## config.mk

```make
export PLATFORM = sky130hd
export DESIGN_NAME = tvip_clock_divider
export DESIGN_NICKNAME = d
export VERILOG_FILES = /design/src/rtl/tvip_clock_divider.sv
export SDC_FILE = /design/constraint.sdc
export NUM_CORES = 1
export LEC_CHECK = 0
export CAP_MARGIN = 20
export CELL_PAD_IN_SITES_DETAIL_PLACEMENT = 1
export CELL_PAD_IN_SITES_GLOBAL_PLACEMENT = 2
export CORE_MARGIN = 8
export CORE_UTILIZATION = 29
export DETAILED_ROUTE_END_ITERATION = 16
export PLACE_DENSITY = 0.76
export RECOVER_POWER = 25
export SLEW_MARGIN = 10
export SYNTH_ARGS = -nofsm -noshare
export SYNTH_HDL_FRONTEND = slang
export SYNTH_SLANG_ARGS = --single-unit
export TNS_END_PERCENT = 30
```

## constraint.sdc

```tcl
create_clock -name clk -period 4.3 [get_ports clk]
set_input_delay 0.86 -clock clk [delete_from_list [all_inputs] [get_ports clk]]
set_output_delay 0.86 -clock clk [all_outputs]
set_load 0.1 [all_outputs]
```

## src/rtl/tvip_clock_divider.sv

```systemverilog
// Multi-channel programmable clock generator with a per-channel rise-counting wait.
// Optional macro TVIP_CLOCK_DIVIDER_IMMEDIATE_UPDATE_EN: SET_PERIOD on a running channel takes effect at once.
module tvip_clock_divider #(
  parameter  int CHANNELS   = 4,
  parameter  int DIV_WIDTH  = 16,
  parameter  int WAIT_WIDTH = 16,
  localparam int CH_W       = (CHANNELS > 1) ? $clog2(CHANNELS) : 1,
  localparam int VAL_W      = (DIV_WIDTH > WAIT_WIDTH) ? DIV_WIDTH : WAIT_WIDTH
) (
  input  logic                clk,
  input  logic                rst,
  input  logic                cmd_valid,
  output logic                cmd_ready,
  input  logic [1:0]          cmd_op,
  input  logic [CH_W-1:0]     cmd_channel,
  input  logic [VAL_W-1:0]    cmd_value,
  output logic [CHANNELS-1:0] clk_out,
  output logic [CHANNELS-1:0] clk_out_n,
  output logic [CHANNELS-1:0] running,
  output logic [CHANNELS-1:0] wait_busy,
  output logic [CHANNELS-1:0] wait_done
);

  typedef enum logic [1:0] {
    OP_START      = 2'd0,
    OP_STOP       = 2'd1,
    OP_SET_PERIOD = 2'd2,
    OP_WAIT       = 2'd3
  } op_e;

  function automatic logic [DIV_WIDTH-1:0] clamp_div(input logic [VAL_W-1:0] v);
    logic [DIV_WIDTH-1:0] t;
    t = v[DIV_WIDTH-1:0];
    return (t == '0) ? DIV_WIDTH'(1) : t;
  endfunction

  op_e                  op;
  logic                 cmd_take;
  logic [DIV_WIDTH-1:0] div_val;
  logic [WAIT_WIDTH-1:0] wait_val;
  logic [CHANNELS-1:0]  sel;
  logic [CHANNELS-1:0]  wait_hold;

  logic [CHANNELS-1:0]   clk_q, clk_d;
  logic [CHANNELS-1:0]   run_q, run_d;
  logic [CHANNELS-1:0]   busy_q, busy_d;
  logic [CHANNELS-1:0]   done_q, done_d;
  logic [DIV_WIDTH-1:0]  h_q    [CHANNELS];
  logic [DIV_WIDTH-1:0]  h_d    [CHANNELS];
  logic [DIV_WIDTH-1:0]  p_q    [CHANNELS];
  logic [DIV_WIDTH-1:0]  p_d    [CHANNELS];
  logic [DIV_WIDTH-1:0]  cnt_q  [CHANNELS];
  logic [DIV_WIDTH-1:0]  cnt_d  [CHANNELS];
  logic [WAIT_WIDTH-1:0] wrem_q [CHANNELS];
  logic [WAIT_WIDTH-1:0] wrem_d [CHANNELS];

  assign op        = op_e'(cmd_op);
  assign cmd_ready = !rst;
  assign cmd_take  = cmd_valid & cmd_ready;
  assign div_val   = clamp_div(cmd_value);
  assign wait_val  = cmd_value[WAIT_WIDTH-1:0];

  // Channel decode; out-of-range channel numbers match nothing and are dropped.
  always_comb begin
    sel       = '0;
    wait_hold = '0;
    for (int c = 0; c < CHANNELS; c++) begin
      sel[c]       = cmd_take && (int'(cmd_channel) == c);
      wait_hold[c] = sel[c] && (op == OP_STOP || op == OP_WAIT);
    end
  end

  always_comb begin
    clk_d  = clk_q;
    run_d  = run_q;
    busy_d = busy_q;
    done_d = '0;
    for (int c = 0; c < CHANNELS; c++) begin
      h_d[c]    = h_q[c];
      p_d[c]    = p_q[c];
      cnt_d[c]  = cnt_q[c];
      wrem_d[c] = wrem_q[c];

      if (run_q[c]) begin
        if (cnt_q[c] == h_q[c] - DIV_WIDTH'(1)) begin
          clk_d[c] = ~clk_q[c];
          cnt_d[c] = '0;
          h_d[c]   = p_q[c];
        end else begin
          cnt_d[c] = cnt_q[c] + DIV_WIDTH'(1);
        end
      end

      if (sel[c]) begin
        case (op)
          OP_START: begin
            h_d[c]   = div_val;
            p_d[c]   = div_val;
            cnt_d[c] = '0;
            run_d[c] = 1'b1;
            clk_d[c] = 1'b1;
          end
          OP_STOP: begin
            run_d[c]  = 1'b0;
            clk_d[c]  = 1'b0;
            cnt_d[c]  = '0;
            busy_d[c] = 1'b0;
            wrem_d[c] = '0;
          end
          OP_SET_PERIOD: begin
            p_d[c] = div_val;
`ifdef TVIP_CLOCK_DIVIDER_IMMEDIATE_UPDATE_EN
            if (run_q[c]) begin
              h_d[c]   = div_val;
              cnt_d[c] = '0;
            end
`endif
          end
          OP_WAIT: begin
            if (wait_val == '0) begin
              busy_d[c] = 1'b0;
              done_d[c] = 1'b1;
              wrem_d[c] = '0;
            end else begin
              busy_d[c] = 1'b1;
              wrem_d[c] = wait_val;
            end
          end
        endcase
      end

      // A rising clk_out consumes one count unless a STOP/WAIT on this edge overrides it.
      if (!wait_hold[c] && busy_q[c] && clk_d[c] && !clk_q[c]) begin
        if (wrem_q[c] == WAIT_WIDTH'(1)) begin
          busy_d[c] = 1'b0;
          done_d[c] = 1'b1;
          wrem_d[c] = '0;
        end else begin
          wrem_d[c] = wrem_q[c] - WAIT_WIDTH'(1);
        end
      end
    end
  end

  always_ff @(posedge clk) begin
    if (rst) begin
      clk_q  <= '0;
      run_q  <= '0;
      busy_q <= '0;
      done_q <= '0;
      for (int c = 0; c < CHANNELS; c++) begin
        h_q[c]    <= DIV_WIDTH'(1);
        p_q[c]    <= DIV_WIDTH'(1);
        cnt_q[c]  <= '0;
        wrem_q[c] <= '0;
      end
    end else begin
      clk_q  <= clk_d;
      run_q  <= run_d;
      busy_q <= busy_d;
      done_q <= done_d;
      for (int c = 0; c < CHANNELS; c++) begin
        h_q[c]    <= h_d[c];
        p_q[c]    <= p_d[c];
        cnt_q[c]  <= cnt_d[c];
        wrem_q[c] <= wrem_d[c];
      end
    end
  end

  assign clk_out   = clk_q;
  assign clk_out_n = ~clk_q;
  assign running   = run_q;
  assign wait_busy = busy_q;
  assign wait_done = done_q;

endmodule

```

==> flow_summary.json <==
{
  "post-synth-top-area-cell": "dfxtp_1",
  "status": "finished with violations",
  "clk_root_buffer_cell": "clkbuf_16",
  "drc": 0,
  "vias_per_cell": 5.32,
  "min_period_ps": 3800,
  "track_usage": 0.163,
  "syn2layout_area_growth_pct": 16.0,
  "tns_ps": 0,
  "diodes": 0,
  "core_mm2": 0.0511,
  "ir_worst_vdd_v": 0.000225,
  "fmax_ghz": 0.263,
  "first_pass_iters": 4,
  "fin_util": 0.338,
  "synth_fa_ha_area_frac": 0.0134,
  "cts_resized": 0,
  "post_drt_wl_per_cell_um": 19.1,
  "die_y_um": 243,
  "cts_setup_buffers": 0,
  "grt_pass1_wl_mm": 79.6,
  "worstPathMaxFanout": 12,
  "synth_top_family_by_area": "simple AND/OR/NAND/NOR gates",
  "startpoint_type": "primary input",
  "tightest_slew_ps": 1780,
  "whs_ps": 455,
  "antenna_left": 0,
  "muxShareOfSynthArea": 0.0381,
  "cts_tree": "built",
  "violations": "max-capacitance violations, max-slew violations",
  "start_util": 0.292,
  "final_cell_area_mm2": 0.0173,
  "maxCapViolCount": 1,
  "cp.arrival_ps": 4150,
  "cts_buffer_depth": 3,
  "slew_violations": 28,
  "synth-compound-area-share": 0.173,
  "fin_nets": 1948,
  "synth_fp_nets": 1939,
  "endpoint_kind": "register",
  "power_leakage_nw": 6.27,
  "finalWirelength_mm": 49.9,
  "place_hpwl_mm": 34.7,
  "synth_xor_area_frac": 0.102,
  "fin_ws_ps": 497,
  "synth_simple_gate_area_frac": 0.265,
  "pre_cts_ws_ps": 507,
  "ys_seq_area_frac": 0.365,
  "clk_latency_ps": 530,
  "final_hold_viol_count": 0,
  "final-setup-viol-count": 0,
  "synth_enable_flop_cells": 0,
  "cp.required_ps": 4640,
  "timing.slew.headroom": -0.187,
  "cts_made_buffers": 34,
  "dieArea_mm2": 0.0589,
  "powerDensity_mw_per_mm2": 359,
  "ys_ff_latch": 272,
  "grt_max_degree": 81,
  "yosysTopAreaCellShare": 0.365,
  "ys_warn_count": 0,
  "clk_pin_slew_worst_paths_ps": 60,
  "postSynth.asyncResetShare": 0,
  "grt_pass1_vias": 14215,
  "hp-class": "register to register",
  "grt.overflow.total": 0,
  "io-pin-count": 44,
  "antenna_found_initial": 1,
  "synth_area_leaders": "dfxtp_1 37%, nand2_1 7.7%, nor2_1 5.6%, xnor2_1 5.2%, xor2_1 5.1%",
  "io_buffers": 43,
  "syn_inst": 1900,
  "rows": 83,
  "yosysUniqueCellTypes": 84,
  "gp_congestion": 0.816,
  "drive_gt1_frac": 0.0786,
  "path_class": "primary input to register",
  "synth-main-ff-cell": "dfxtp_1",
  "die_x_um": 243,
  "netlist_area_mm2": 0.0149,
  "vias": 13896,
  "cts.sinks": 272,
  "finalCritPeriodShare": 0.884,
  "synth_most_common_cell": "nand2_1",
  "finalClockSkew_ps": 31.4,
  "placed_cell_area_mm2": 0.0161,
  "syn_area_per_cell_um2": 7.85,
  "cts-htree-levels": 2,
  "drtIter0Drc": 651,
  "synth_common_cells": "307 x nand2_1, 272 x dfxtp_1, 223 x nor2_1",
  "holdBufCountCts": 0,
  "rsz0062_at_grt": "no"
}
==> cell families (layout without fill, tap and decap cells) <==
kind of cell	Yosys count	count (layout)
simple gates	838	838
compound gates	380	380
flops	272	272
xor+xnor	174	174
buf+inv	164	198
mux	56	56
fa+ha+maj	16	16
==> registers in the layout, indices dropped and copies added, names as in the netlist <==
name       count
wrem_q        64
p_q           64
cnt_q         64
wait_done      4
running        4
h_q           64
wait_busy      4
clk_out        4
==> layout by cell type (no fill, tap or decap), drive strengths merged, types with 25 or more instances in the layout <==
master / count
a21oi: 117
mux2i: 50
dfxtp: 272
xor2: 86
xnor2: 88
nor4: 37
and3: 25
clkdlybuf4s50: 33
nor2: 224
inv: 37
o21ai: 45
a211oi: 48
buf: 52
nand2: 307
or3: 36
nor3: 60
clkbuf: 51
nand3: 43
==> layout make-up <==
class	count	area, um^2
fillers	6170	33800
multi-input cells	1464	8830
flip-flops and latches	272	5450
clock buffers	43	956
repair buffers	101	851
well taps	680	851
clock inverters	18	230
inverters	36	135
==> metal layers <==
metal / up-vias / share of wire / wire (um) / global-route usage
met5: - / 0.00020 / 10 / 0
met4: 2 / 0.025 / 1270 / 0.0494
met3: 83 / 0.041 / 2030 / 0.0270
met2: 236 / 0.46 / 22900 / 0.268
met1: 6845 / 0.47 / 23600 / 0.217
li1: 6730 / - / - / -
==> path summary, 6_finish.rpt <==
kind	startpoint	endpoint	slack (ps)	cells past startpoint
max	cmd_value[12]	h_q[0][0]	500	9
min	p_q[0][6]	p_q[0][6]	450	2
max reg2reg	h_q[2][0]	wrem_q[2][10]	630	11
min reg2reg	p_q[0][6]	p_q[0][6]	450	2
==> through the flow <==
step / total power, W / instances
floorplan: 0.00300 / 1900
global placement: 0.00319 / 2551
detailed placement: 0.00320 / 2552
CTS: 0.00630 / 2613
global route: 0.00645 / 2614
finish: 0.00621 / 2614
==> power by group <==
part | switching, W | internal (W) | total, W
clock network | 0.00118 | 0.00188 | 0.00306
logic | 0.000369 | 0.000181 | 0.000550
registers | 0.0000444 | 0.00255 | 0.00260
==> worst max-delay path, stage by stage <==
cell           delay, ps
dlygate4sd3_1        520
clkbuf_1             820
nor4_1               160
clkbuf_1             250
nand4_1              170
nor2b_1              620
clkbuf_1             440
mux2_2               240
nand2_1               50
Power figures use the tool's default switching activity.
